--- src/rtl/led_pattern_sequencer_gen_if.sv ---
`default_nettype none
// +--------------------------------------------------------------------------+
// | led_pattern_sequencer_gen_if                                             |
// | Control switches in, LED drive and advance strobe out.                   |
// | Rev 1.0 - initial release                                                |
// +--------------------------------------------------------------------------+
interface led_pattern_sequencer_gen_if #(
  parameter int N_LEDS = 8
);
  logic [1:0]        speed_sel;
  logic [2:0]        mode;
  logic              dir;
  logic              hold;
  logic              step;
  logic [1:0]        bright;
  logic [N_LEDS-1:0] led_out;
  logic              step_tick;

  // Switch side: drives controls, watches the LEDs.
  modport master (
    output speed_sel, mode, dir, hold, step, bright,
    input  led_out, step_tick
  );

  // Sequencer side.
  modport slave (
    input  speed_sel, mode, dir, hold, step, bright,
    output led_out, step_tick
  );
endinterface
`default_nettype wire

--- src/rtl/led_pattern_sequencer_gen.sv ---
`default_nettype none
// +--------------------------------------------------------------------------+
// | led_pattern_sequencer_gen                                                |
// | Eight generated LED patterns, selectable step rate, direction, hold with |
// | single-step and 4-level PWM brightness.                                  |
// | Rev 1.0 - initial release                                                |
// +--------------------------------------------------------------------------+
module led_pattern_sequencer_gen #(
  parameter int                N_LEDS    = 8,
  parameter int                PERIOD0   = 10_000_000,
  parameter int                PERIOD1   = 5_000_000,
  parameter int                PERIOD2   = 2_500_000,
  parameter int                PERIOD3   = 1_000_000,
  parameter logic [N_LEDS-1:0] LFSR_TAPS = 8'hB8
) (
  input wire logic                   clk_10MHz,
  input wire logic                   rstn,
  led_pattern_sequencer_gen_if.slave bus
);

  localparam int PMAX01 = (PERIOD0 > PERIOD1) ? PERIOD0 : PERIOD1;
  localparam int PMAX23 = (PERIOD2 > PERIOD3) ? PERIOD2 : PERIOD3;
  localparam int PMAX   = (PMAX01 > PMAX23) ? PMAX01 : PMAX23;
  localparam int CW     = (PMAX > 1) ? $clog2(PMAX) : 1;

  localparam logic [CW-1:0] LIM0 = CW'(PERIOD0 - 1);
  localparam logic [CW-1:0] LIM1 = CW'(PERIOD1 - 1);
  localparam logic [CW-1:0] LIM2 = CW'(PERIOD2 - 1);
  localparam logic [CW-1:0] LIM3 = CW'(PERIOD3 - 1);

  localparam logic [N_LEDS-1:0] TOP_POS = N_LEDS'(N_LEDS - 1);  // ping-pong turn point
  localparam logic [N_LEDS-1:0] TOP_BAR = N_LEDS'(N_LEDS);      // bar fully lit

  localparam logic [2:0] MODE_OFF   = 3'd0;
  localparam logic [2:0] MODE_CHASE = 3'd1;
  localparam logic [2:0] MODE_PING  = 3'd2;
  localparam logic [2:0] MODE_BAR   = 3'd3;
  localparam logic [2:0] MODE_BIN   = 3'd4;
  localparam logic [2:0] MODE_GRAY  = 3'd5;
  localparam logic [2:0] MODE_ALT   = 3'd6;
  localparam logic [2:0] MODE_LFSR  = 3'd7;

  // Starting pattern state for each mode; ping-pong and bar start at 0, moving up.
  function automatic logic [N_LEDS-1:0] seed_of(input logic [2:0] m);
    logic [N_LEDS-1:0] s;
    s = '0;
    case (m)
      MODE_CHASE, MODE_LFSR: s = N_LEDS'(1);
      MODE_ALT: for (int i = 0; i < N_LEDS; i += 2) s[i] = 1'b1;
      default: s = '0;
    endcase
    return s;
  endfunction

  logic [2:0]        mode_q;
  logic              step_q;
  logic [CW-1:0]     cnt;
  logic [CW-1:0]     lim;
  logic [N_LEDS-1:0] state;
  logic [N_LEDS-1:0] state_nx;
  logic              down;      // ping-pong / bar currently moving downwards
  logic              down_nx;
  logic [1:0]        pwm_cnt;
  logic [N_LEDS-1:0] display;
  logic [N_LEDS:0]   bar_wide;
  logic              reload;
  logic              tick;
  logic              step_edge;
  logic              advance;
  logic              pwm_on;

  // Prescaler limit for the selected speed, plus the advance qualifiers.
  always_comb begin
    case (bus.speed_sel)
      2'd0:    lim = LIM0;
      2'd1:    lim = LIM1;
      2'd2:    lim = LIM2;
      default: lim = LIM3;
    endcase
    reload    = (bus.mode != mode_q);
    // >= keeps a shortened period from overrunning a count already past it.
    tick      = !bus.hold && (cnt >= lim);
    step_edge = bus.hold && bus.step && !step_q;
    // A mode reload takes the edge; mode 0 never advances.
    advance   = (tick || step_edge) && !reload && (mode_q != MODE_OFF);
    pwm_on    = (pwm_cnt <= bus.bright);
  end

  // Next pattern state for one advance of the registered mode.
  always_comb begin
    state_nx = state;
    down_nx  = down;
    case (mode_q)
      MODE_CHASE: state_nx = bus.dir ? {state[0], state[N_LEDS-1:1]}
                                     : {state[N_LEDS-2:0], state[N_LEDS-1]};
      MODE_PING: begin
        if (!down) begin
          if (state == TOP_POS) begin
            state_nx = state - 1'b1;
            down_nx  = 1'b1;
          end else begin
            state_nx = state + 1'b1;
          end
        end else if (state == '0) begin
          state_nx = N_LEDS'(1);
          down_nx  = 1'b0;
        end else begin
          state_nx = state - 1'b1;
        end
      end
      MODE_BAR: begin
        if (!down) begin
          if (state == TOP_BAR) begin
            state_nx = state - 1'b1;
            down_nx  = 1'b1;
          end else begin
            state_nx = state + 1'b1;
          end
        end else if (state == '0) begin
          state_nx = N_LEDS'(1);
          down_nx  = 1'b0;
        end else begin
          state_nx = state - 1'b1;
        end
      end
      MODE_BIN, MODE_GRAY: state_nx = bus.dir ? state - 1'b1 : state + 1'b1;
      MODE_ALT:  state_nx = ~state;
      MODE_LFSR: state_nx = state[0] ? ((state >> 1) ^ LFSR_TAPS) : (state >> 1);
      default:   state_nx = state;
    endcase
  end

  // Map pattern state to the LED image for the registered mode.
  always_comb begin
    bar_wide = (N_LEDS + 1)'(1) << state;
    bar_wide = bar_wide - 1'b1;
    case (mode_q)
      MODE_CHASE, MODE_BIN, MODE_ALT, MODE_LFSR: display = state;
      MODE_PING: display = N_LEDS'(1) << state;
      MODE_BAR:  display = bus.dir ? ~bar_wide[N_LEDS-1:0] : bar_wide[N_LEDS-1:0];
      MODE_GRAY: display = state ^ (state >> 1);
      default:   display = '0;
    endcase
  end

  // Mode/step history and the step-rate prescaler.
  always_ff @(posedge clk_10MHz or negedge rstn) begin
    if (!rstn) begin
      mode_q <= MODE_OFF;
      step_q <= 1'b0;
      cnt    <= '0;
    end else begin
      mode_q <= bus.mode;
      step_q <= bus.step;
      if (reload)
        cnt <= '0;
      else if (!bus.hold)
        cnt <= tick ? '0 : cnt + 1'b1;
    end
  end

  // Pattern state: reload on mode change, otherwise step on each advance.
  always_ff @(posedge clk_10MHz or negedge rstn) begin
    if (!rstn) begin
      state <= seed_of(MODE_OFF);
      down  <= 1'b0;
    end else if (reload) begin
      state <= seed_of(bus.mode);
      down  <= 1'b0;
    end else if (advance) begin
      state <= state_nx;
      down  <= down_nx;
    end
  end

  // Free-running PWM phase and the registered LED/strobe outputs.
  always_ff @(posedge clk_10MHz or negedge rstn) begin
    if (!rstn) begin
      pwm_cnt       <= 2'd0;
      bus.led_out   <= '0;
      bus.step_tick <= 1'b0;
    end else begin
      pwm_cnt       <= pwm_cnt + 1'b1;
      bus.led_out   <= display & {N_LEDS{pwm_on}};
      bus.step_tick <= advance;
    end
  end

endmodule
`default_nettype wire
--- src/flat_wrapper.sv ---
// flat-port wrapper written by rule: the top's interface ports become plain ports
module led_pattern_sequencer_gen_flat 
#(
  parameter int                N_LEDS    = 8,
  parameter int                PERIOD0   = 10_000_000,
  parameter int                PERIOD1   = 5_000_000,
  parameter int                PERIOD2   = 2_500_000,
  parameter int                PERIOD3   = 1_000_000,
  parameter logic [N_LEDS-1:0] LFSR_TAPS = 8'hB8
)
  (clk_10MHz, rstn, bus_speed_sel, bus_mode, bus_dir, bus_hold, bus_step, bus_bright, bus_led_out, bus_step_tick);
  led_pattern_sequencer_gen_if #(.N_LEDS(N_LEDS)) bus_i ();
  input wire logic clk_10MHz;
  input wire logic rstn;
  input wire logic [$bits(bus_i.speed_sel)-1:0] bus_speed_sel;
  input wire logic [$bits(bus_i.mode)-1:0] bus_mode;
  input wire logic [$bits(bus_i.dir)-1:0] bus_dir;
  input wire logic [$bits(bus_i.hold)-1:0] bus_hold;
  input wire logic [$bits(bus_i.step)-1:0] bus_step;
  input wire logic [$bits(bus_i.bright)-1:0] bus_bright;
  output wire logic [$bits(bus_i.led_out)-1:0] bus_led_out;
  output wire logic [$bits(bus_i.step_tick)-1:0] bus_step_tick;
  assign bus_i.speed_sel = bus_speed_sel;
  assign bus_i.mode = bus_mode;
  assign bus_i.dir = bus_dir;
  assign bus_i.hold = bus_hold;
  assign bus_i.step = bus_step;
  assign bus_i.bright = bus_bright;
  assign bus_led_out = bus_i.led_out;
  assign bus_step_tick = bus_i.step_tick;
  led_pattern_sequencer_gen #(.N_LEDS(N_LEDS), .PERIOD0(PERIOD0), .PERIOD1(PERIOD1), .PERIOD2(PERIOD2), .PERIOD3(PERIOD3), .LFSR_TAPS(LFSR_TAPS)) u_core (.clk_10MHz(clk_10MHz), .rstn(rstn), .bus(bus_i));
endmodule
--- config.mk ---
export PLATFORM = sky130hd
export DESIGN_NAME = led_pattern_sequencer_gen_flat
export DESIGN_NICKNAME = d
export VERILOG_FILES = /design/src/rtl/led_pattern_sequencer_gen_if.sv /design/src/rtl/led_pattern_sequencer_gen.sv /design/src/flat_wrapper.sv
export SDC_FILE = /design/constraint.sdc
export NUM_CORES = 1
export LEC_CHECK = 0
export CORE_MARGIN = 2
export CORE_UTILIZATION = 50
export DETAILED_ROUTE_END_ITERATION = 10
export GPL_ROUTABILITY_DRIVEN = 0
export MAX_ROUTING_LAYER = met4
export PLACE_DENSITY = 0.68
export SETUP_SLACK_MARGIN = 0.3
export SYNTH_ARGS = -nofsm -noshare
export SYNTH_HDL_FRONTEND = slang
export SYNTH_SLANG_ARGS = --single-unit
--- constraint.sdc ---
create_clock -name clk_10MHz -period 6.6 [get_ports clk_10MHz]
set_input_delay 0.99 -clock clk_10MHz [delete_from_list [all_inputs] [get_ports clk_10MHz]]
set_output_delay 0.99 -clock clk_10MHz [all_outputs]
set_load 0.01 [all_outputs]
==> out/qor.csv, run 1 <==
stage,metric,value,unit
floorplanning,Die H,96.3,µm
synthesis,Post-Syn Instances,520,
clock_network,post-CTS setup buffers,0,
layout,layout cell share with drive strength beyond 1,5.22,%
global_route,GR Util met3,2.90,%
worst_setup_path,Worst path max stage delay,0.96,ns
clock_network,Hold Buf Count CTS,0,
layout,Layout Cells excl Fill,622,
routing,1st-pass router iterations,4,
worst_setup_path,slowest CP cell,nor2_2,
synthesis,proportion of synthesized area in mux cells,3.08,%
layout,# nets final,572,
floorplanning,I/O Pins,21,
clock_network,CTS max path bufs,2,
timing,Tcrit/Tclk final,67.2,%
layout,Diodes inserted,0,
global_route,grt met1 use,31.2,%
worst_setup_path,FF-to-FF Start,u_core.mode_q[1]$_DFF_PN0_,
worst_hold_path,worst min-delay path class,flop to flop,
synthesis,register bit total from synthesis,48,
worst_setup_path,Worst Path Max Fanout,33,
power_and_ir_drop,peak supply drop,0.000102,V
routing,Vias/cell,6.23,
routing,DR WL/cell,16.9,µm
worst_setup_path,CP arrival,4.66,ns
clock_network,CTS tree,built,
place,IO buf count,20,
synthesis,top cell type by total area after synthesis,dfrtp_1,
synthesis,Synth top area share,28.2,%
layout,Syn-to-layout area delta,8.75,%
timing,Layout Skew,0.0139,ns
global_route,antenna violations before repair,0,
global_route,vias in the first global route,3601,
outcome,status,completed,
synthesis,main combinational cell family by area after synthesis,compound AO/OA/AOI/OAI gates,
synthesis,most frequent cell after synthesis,nand2_1,
routing,DRC Markers,0,
floorplanning,die area,9270,µm²
synthesis,synth warn,0,
timing,max-slew violations,0,
timing,setup TNS,0,ns
timing,Final Hold Violating Endpoints,0,
worst_setup_path,Crit. End Element,flop,
worst_hold_path,worst hold stages,1,
global_route,first-pass GRT wire length,17400,µm
routing,Post-DRT Antenna Nets,0,
worst_setup_path,CP Launch Point,bus_speed_sel[0],
worst_setup_path,CP top delay family,simple AND/OR/NAND/NOR gates,
clock_network,Clock transition at path regs,0.10,ns
synthesis,area share of fa/ha/maj cells after synthesis,12.9,%
worst_setup_path,Buf/Inv on CP,3,
worst_setup_path,CP Class,input pin to flop,
synthesis,Post-Syn Area,4260,µm²
clock_network,htree depth,2,
worst_setup_path,CP required,6.82,ns
clock_network,Clock Sinks,48,
clock_network,total CTS buffers,5,
worst_setup_path,Worst R2R End,u_core.cnt[20]$_DFFE_PN0P_,
worst_hold_path,hold path start,u_core.pwm_cnt[0]$_DFF_PN0_,
clock_network,CTS resizes,0,
floorplanning,Core ar.,8220,µm²
global_route,GRT Total Usage,24.4,%
synthesis,ys async rst share,100,%
run,Max Cap Viol,0,
synthesis,register area share after synthesis,28.2,%
worst_setup_path,CP Cell Sequence,"clkdlybuf4s50_1, inv_1, ha_1, inv_1, ha_1, a21o_1, a21o_1, a211oi_2, nand3b_1, nor2_2, o21ai_0, a31oi_1",
layout,footprint of the multi-input gates,2830,µm²
timing,worst slew pin tran,1.17,ns
worst_hold_path,Hold Path Sink,u_core.pwm_cnt[0]$_DFF_PN0_,
timing,Final setup viols,0,
floorplanning,Rows,33,
worst_setup_path,startpoint types,input pin,
global_route,met2 GRT Util,40.4,%
timing,RSZ-0062 raised after global routing,false,
routing,DR vias,3875,
power_and_ir_drop,Leak,2.02,nW
synthesis,Simple-Gate Fraction of Synth Area,19.8,%
synthesis,number of synthesized flops with an enable pin,0,
global_route,grt total ovfl,0,
worst_setup_path,Worst R2R Setup Slack,2.87,ns
synthesis,Synth area leaders,"dfrtp_1, ha_1, nand2_1",
timing,Hold Slack,0.468,ns
clock_network,"Clk Latency, worst-skew pair",0.30,ns
layout,fillers,747,
floorplanning,initial core utilization,51.8,%
timing,slew margin rel.,21.6,%
synthesis,"Primary FF master, synth",dfrtp_1,
global_route,GRT busiest layer,met2,
synthesis,post-synthesis cell type count,63,
synthesis,XOR/XNOR Fraction of Synth Area,6.37,%
synthesis,syn nets,576,
timing,FMAX,226,MHz
routing,routed wire length,10500,µm
floorplanning,Die W,96.3,µm
synthesis,most instantiated cells after synthesis,"nand2_1, dfrtp_1, ha_1",
clock_network,Root Driver,clkbuf_8,
timing,final setup margin,2.17,ns
global_route,largest net degree at the start of global routing,49,
synthesis,Synth Area in Compound Gates,24.3,%
worst_setup_path,r2r worst-path depth,6,
place,Inst Count DP,614,
synthesis,Synth Area per Inst,8.19,µm²
layout,Register Area,1200,µm²
place,DPL Wire Length,7410,µm
routing,DRT iter0 DRCs,221,
power_and_ir_drop,PD cells,174,nW/µm²
timing,min cycle time layout,4.43,ns
place,Placement Setup Slack,1.88,ns
## worst max-delay path by stage
stage | end | depth (start not counted)
after floorplan | u_core.cnt[9]$_DFFE_PN0P_ | 13
after global placement | u_core.cnt[11]$_DFFE_PN0P_ | 12
after detailed placement | u_core.cnt[20]$_DFFE_PN0P_ | 12
after CTS | u_core.cnt[20]$_DFFE_PN0P_ | 12
after global routing | u_core.cnt[20]$_DFFE_PN0P_ | 12
final | u_core.cnt[20]$_DFFE_PN0P_ | 12
## per-stage QoR
| stage | area [µm²] | power, W | utilization [%] |
|---|---|---|---|
| floorplan | 4260 | 0.000462 | - |
| global placement | 4470 | 0.000514 | 54.4 |
| detailed placement | 4470 | 0.000520 | 54.4 |
| CTS | 4630 | 0.000811 | 56.4 |
| global route | 4630 | 0.000850 | 56.4 |
| finish | 4630 | 0.000806 | 56.4 |
## report_power, final
part | switching, W | internal, W
clock | 0.000101 | 0.000189
combinational | 0.000113 | 0.0000814
sequential | 0.0000188 | 0.000303
## state kept, by name (all words and copies together) (netlist names)
name and flops:
u_core.down 1, u_core.state 8, u_core.step_q 1, u_core.pwm_cnt 2
u_core.bus.step_tick 1, u_core.mode_q 3, u_core.bus.led_out 8, u_core.cnt 24
## worst register-to-register path, cell delays in order, from the launching register on
cell      delay [ns]
dfrtp_1         0.91
xor2_1          0.16
nor3_2          0.82
nand3b_1        0.31
nor2_2          0.96
o21ai_0         0.27
a31oi_1         0.22
## placed cells by master, fill, tap and decap left out, types with 3 or more instances in the layout
cell              n
nand2_1          55
dfrtp_1          48
ha_1             44
a21oi_1          39
nor2_1           35
a31oi_1          29
o21ai_0          28
inv_1            22
nand3_1          20
clkdlybuf4s50_1  19
xnor2_1          17
xor2_1           14
mux2i_1          12
a21o_1            9
nand4_1           8
nor3_1            7
and3_1            6
and2_1            6
a211oi_1          6
nor2b_1           6
nand2b_1          5
nor4_1            5
a221oi_1          5
clkbuf_8          5
or3_1             4
o31ai_1           4
buf_4             4
a41oi_1           3
o22ai_1           3
o32ai_1           3
bufinv_16         3
## final cells by class
type,count,area share (%)
Inverter,22,1.78
Tap cell,105,2.84
Clock buffer,5,1.49
Sequential cell,48,25.9
Clock inverter,3,1.94
Timing Repair Buffer,24,4.86
Multi-Input combinational cell,415,61.2
## routing by layer
metal	share of wire [%]	vias up	routed length [µm]
li1	-	1890	-
met1	44	1847	4670
met2	49	117	5130
met3	4.8	21	509
met4	2.2	0	228
met5	0	-	0
## logic make-up (layout without fill, tap and decap cells)
kind of cell | Yosys count | in the layout
flops | 48 | 48
buf+inv | 57 | 54
fa+ha+maj | 44 | 44
simple gates | 170 | 170
xor+xnor | 31 | 31
compound gates | 157 | 157
mux | 13 | 13
Power figures use the tool's default switching activity.
==> run 2, diff against run 1 <==
Settings changed: PLACE_DENSITY 0.68 to 0.71.
Clock period 6.6 ns to 3.8 ns, I/O delays scaled along.
==> out/qor.csv, run 2 (synthesis results as in run 1) <==
stage,metric,value,unit,change
timing,RSZ-0062 raised after global routing,false,,
place,Placement Setup Slack,0.240,ns,-1.64 ns
worst_setup_path,Crit. End Element,flop,,
floorplanning,I/O Pins,21,,unchanged
layout,Largest regs,"u_core.cnt: 24 flops, u_core.bus.led_out: 8 flops, u_core.state: 8 flops",,
layout,largest reg by FF count,u_core.cnt,,
clock_network,Clock Sinks,48,,unchanged
clock_network,total CTS buffers,5,,unchanged
timing,Final Hold Violating Endpoints,0,,unchanged
worst_setup_path,Worst Path Max Fanout,11,,-67%
timing,FMAX,312,MHz,
worst_hold_path,worst min-delay path class,input pin to async pin,,
routing,DRC Markers,0,,unchanged
outcome,status,completed,,
layout,Syn-to-layout area delta,10.9,%,
routing,Post-DRT Antenna Nets,0,,unchanged
layout,# nets final,586,,+2.4%
power_and_ir_drop,P_int,0.000944,W,+65%
clock_network,htree depth,2,,unchanged
power_and_ir_drop,peak supply drop,0.000173,V,+69%
layout,fillers,737,,-1.3%
worst_setup_path,r2r worst-path depth,10,,+4
routing,Vias/cell,6.37,,+2.2%
worst_setup_path,Worst path max stage delay,0.54,ns,-0.42 ns
routing,DR WL/cell,17.8,µm,+4.9%
timing,worst slew pin tran,1.08,ns,-0.0995 ns
timing,Final setup viols,0,,unchanged
clock_network,Root Driver,clkbuf_8,,
timing,min cycle time layout,3.21,ns,
timing,Tcrit/Tclk final,84.5,%,
layout,final core utilization,57.5,%,+1.1 points
global_route,largest net degree at the start of global routing,49,,unchanged
global_route,grt total ovfl,0,,unchanged
routing,DR vias,4050,,+4.5%
worst_setup_path,slowest CP cell,clkdlybuf4s50_1,,
place,IO buf count,20,,unchanged
clock_network,CTS tree,built,,
floorplanning,die area,9270,µm²,unchanged
place,Inst Count DP,628,,+2.3%
timing,setup TNS,0,ns,unchanged
routing,1st-pass router iterations,5,,+1
layout,max reg flops,24,,unchanged
worst_setup_path,Buf/Inv on CP,4,,+1
timing,slew margin rel.,28.3,%,+6.7 points
layout,"commonest non-fill, non-tap cells in the layout","nand2_1, dfrtp_1, ha_1",,
power_and_ir_drop,Switching Fraction,30.9,%,+2.0 points
timing,final setup margin,0.590,ns,-1.58 ns
floorplanning,Die H,96.3,µm,unchanged
routing,routed wire length,11300,µm,+7.3%
worst_setup_path,CP Launch Point,bus_speed_sel[0],,
power_and_ir_drop,PD cells,289,nW/µm²,+66%
worst_setup_path,Worst R2R Setup Slack,0.80,ns,-2.07 ns
power_and_ir_drop,Leak,2.08,nW,+3.0%
global_route,antenna violations before repair,0,,unchanged
timing,Hold Slack,0.454,ns,-0.0143 ns
layout,"commonest non-fill, non-tap cell in the layout",nand2_1,,
floorplanning,Rows,33,,unchanged
worst_setup_path,CP Depth,13,,+1
worst_setup_path,Setup crit end,u_core.state[7]$_DFFE_PN0P_,,
worst_setup_path,Worst R2R End,u_core.state[4]$_DFFE_PN0P_,,
power_and_ir_drop,sequential share of power,39.5,%,-0.4 points
worst_setup_path,CP Cell Sequence,"clkdlybuf4s50_1, inv_1, ha_1, inv_1, ha_1, a21oi_1, o21ai_0, a31oi_1, a31oi_2, o211ai_4, buf_4, a31oi_1, a31o_2",,
place,DPL Wire Length,8240,µm,+11%
global_route,GRT Total Usage,27.0,%,+2.6 points
floorplanning,Die W,96.3,µm,unchanged
clock_network,"Clk Latency, worst-skew pair",0.30,ns,about the same
clock_network,Clock transition at path regs,0.09,ns,about the same
run,Max Cap Viol,0,,unchanged
worst_setup_path,CP top delay family,compound AO/OA/AOI/OAI gates,,
worst_setup_path,startpoint types,input pin,,
layout,footprint of the multi-input gates,2840,µm²,+0.31%
floorplanning,initial core utilization,51.8,%,unchanged
timing,Layout Skew,0.0124,ns,-0.00144 ns
timing,max-slew violations,0,,unchanged
clock_network,Hold Buf Count CTS,0,,unchanged
worst_setup_path,CP required,4.00,ns,-2.82 ns
power_and_ir_drop,Comb power frac,27.6,%,+3.5 points
power_and_ir_drop,clock share of power,32.9,%,-3.1 points
power_and_ir_drop,NetSw,0.000422,W,+81%
floorplanning,Core ar.,8220,µm²,unchanged
worst_setup_path,CP Class,input pin to flop,,
layout,Layout Cells excl Fill,636,,+2.3%
global_route,vias in the first global route,3976,,+10%
layout,Diodes inserted,0,,unchanged
routing,DRT iter0 DRCs,223,,+0.90%
layout,Register Area,1200,µm²,unchanged
clock_network,CTS max path bufs,2,,unchanged
worst_setup_path,FF-to-FF Start,u_core.state[3]$_DFFE_PN0P_,,
layout,layout cell share with drive strength beyond 1,7.72,%,+2.5 points
global_route,first-pass GRT wire length,19100,µm,+9.5%
worst_setup_path,CP arrival,3.41,ns,-1.25 ns
run 2: cell count changes in the layout (fill, tap and decap cells not counted):
cell | before | now
bufinv_16 | 3 | 2
buf_4 | 4 | 18
o211ai_2 | 1 | 0
inv_6 | 0 | 1
o211ai_4 | 0 | 1
run 2: worst register-to-register path, stage by stage (launching register included):
cell and delay, ns:
dfrtp_1 0.52, buf_4 0.24, inv_1 0.17, ha_1 0.18, nand4_1 0.13, a22oi_2 0.53, mux2i_1 0.31, xnor2_1 0.09
a221oi_1 0.36, a211oi_1 0.09, a311o_1 0.28
run 2: layer usage:
metal,part of all wire [%],track usage [%],vias to the layer above
met4,4.0,14.8,0
li1,-,-,1914
met2,47,42.4,163
met1,43,34.1,1934
met5,0,-,-
met3,6.1,3.05,39
run 2: repair_timing:
item,4_1_cts,5_1_grt
buffers inserted,0,0
endpoints found under the setup margin,0,1
gates resized for setup,0,1
run 2: stage by stage:
| stage | cell area (µm²) | power, W |
|---|---|---|
| after floorplan | 4260 | 0.000802 |
| after global placement | 4580 | 0.000908 |
| after detailed placement | 4580 | 0.000921 |
| after CTS | 4720 | 0.00137 |
| after global routing | 4720 | 0.00144 |
| final | 4720 | 0.00137 |
run 2: layout make-up:
| class | count | area share (%) |
|---|---|---|
| multi-input cells | 415 | 60.1 |
| flip-flops and latches | 48 | 25.4 |
| repair buffers | 38 | 6.99 |
| well taps | 105 | 2.78 |
| inverters | 22 | 1.75 |
| clock buffers | 5 | 1.46 |
| clock inverters | 3 | 1.46 |
run 2: how the worst min path moves through the flow:
stage,depth (start not counted),from,slack (ns),to
final,1,rstn,0.45,u_core.cnt[20]$_DFFE_PN0P_
after global placement,1,u_core.pwm_cnt[0]$_DFF_PN0_,0.45,u_core.pwm_cnt[0]$_DFF_PN0_
after global routing,1,u_core.pwm_cnt[0]$_DFF_PN0_,0.49,u_core.pwm_cnt[0]$_DFF_PN0_
after CTS,1,u_core.pwm_cnt[0]$_DFF_PN0_,0.48,u_core.pwm_cnt[1]$_DFF_PN0_
after floorplan,0,rstn,0.27,u_core.bus.led_out[0]$_DFF_PN0_
after detailed placement,1,u_core.pwm_cnt[0]$_DFF_PN0_,0.46,u_core.pwm_cnt[0]$_DFF_PN0_
run 2: power by group through the flow:
stage                     clock network, W  logic (W)  registers, W
after detailed placement                 0   0.000371      0.000549
final                             0.000450   0.000377      0.000540
after global placement                   0   0.000359      0.000549
after floorplan                          0   0.000254      0.000549
after CTS                         0.000461   0.000373      0.000540
after global routing              0.000479   0.000420      0.000542
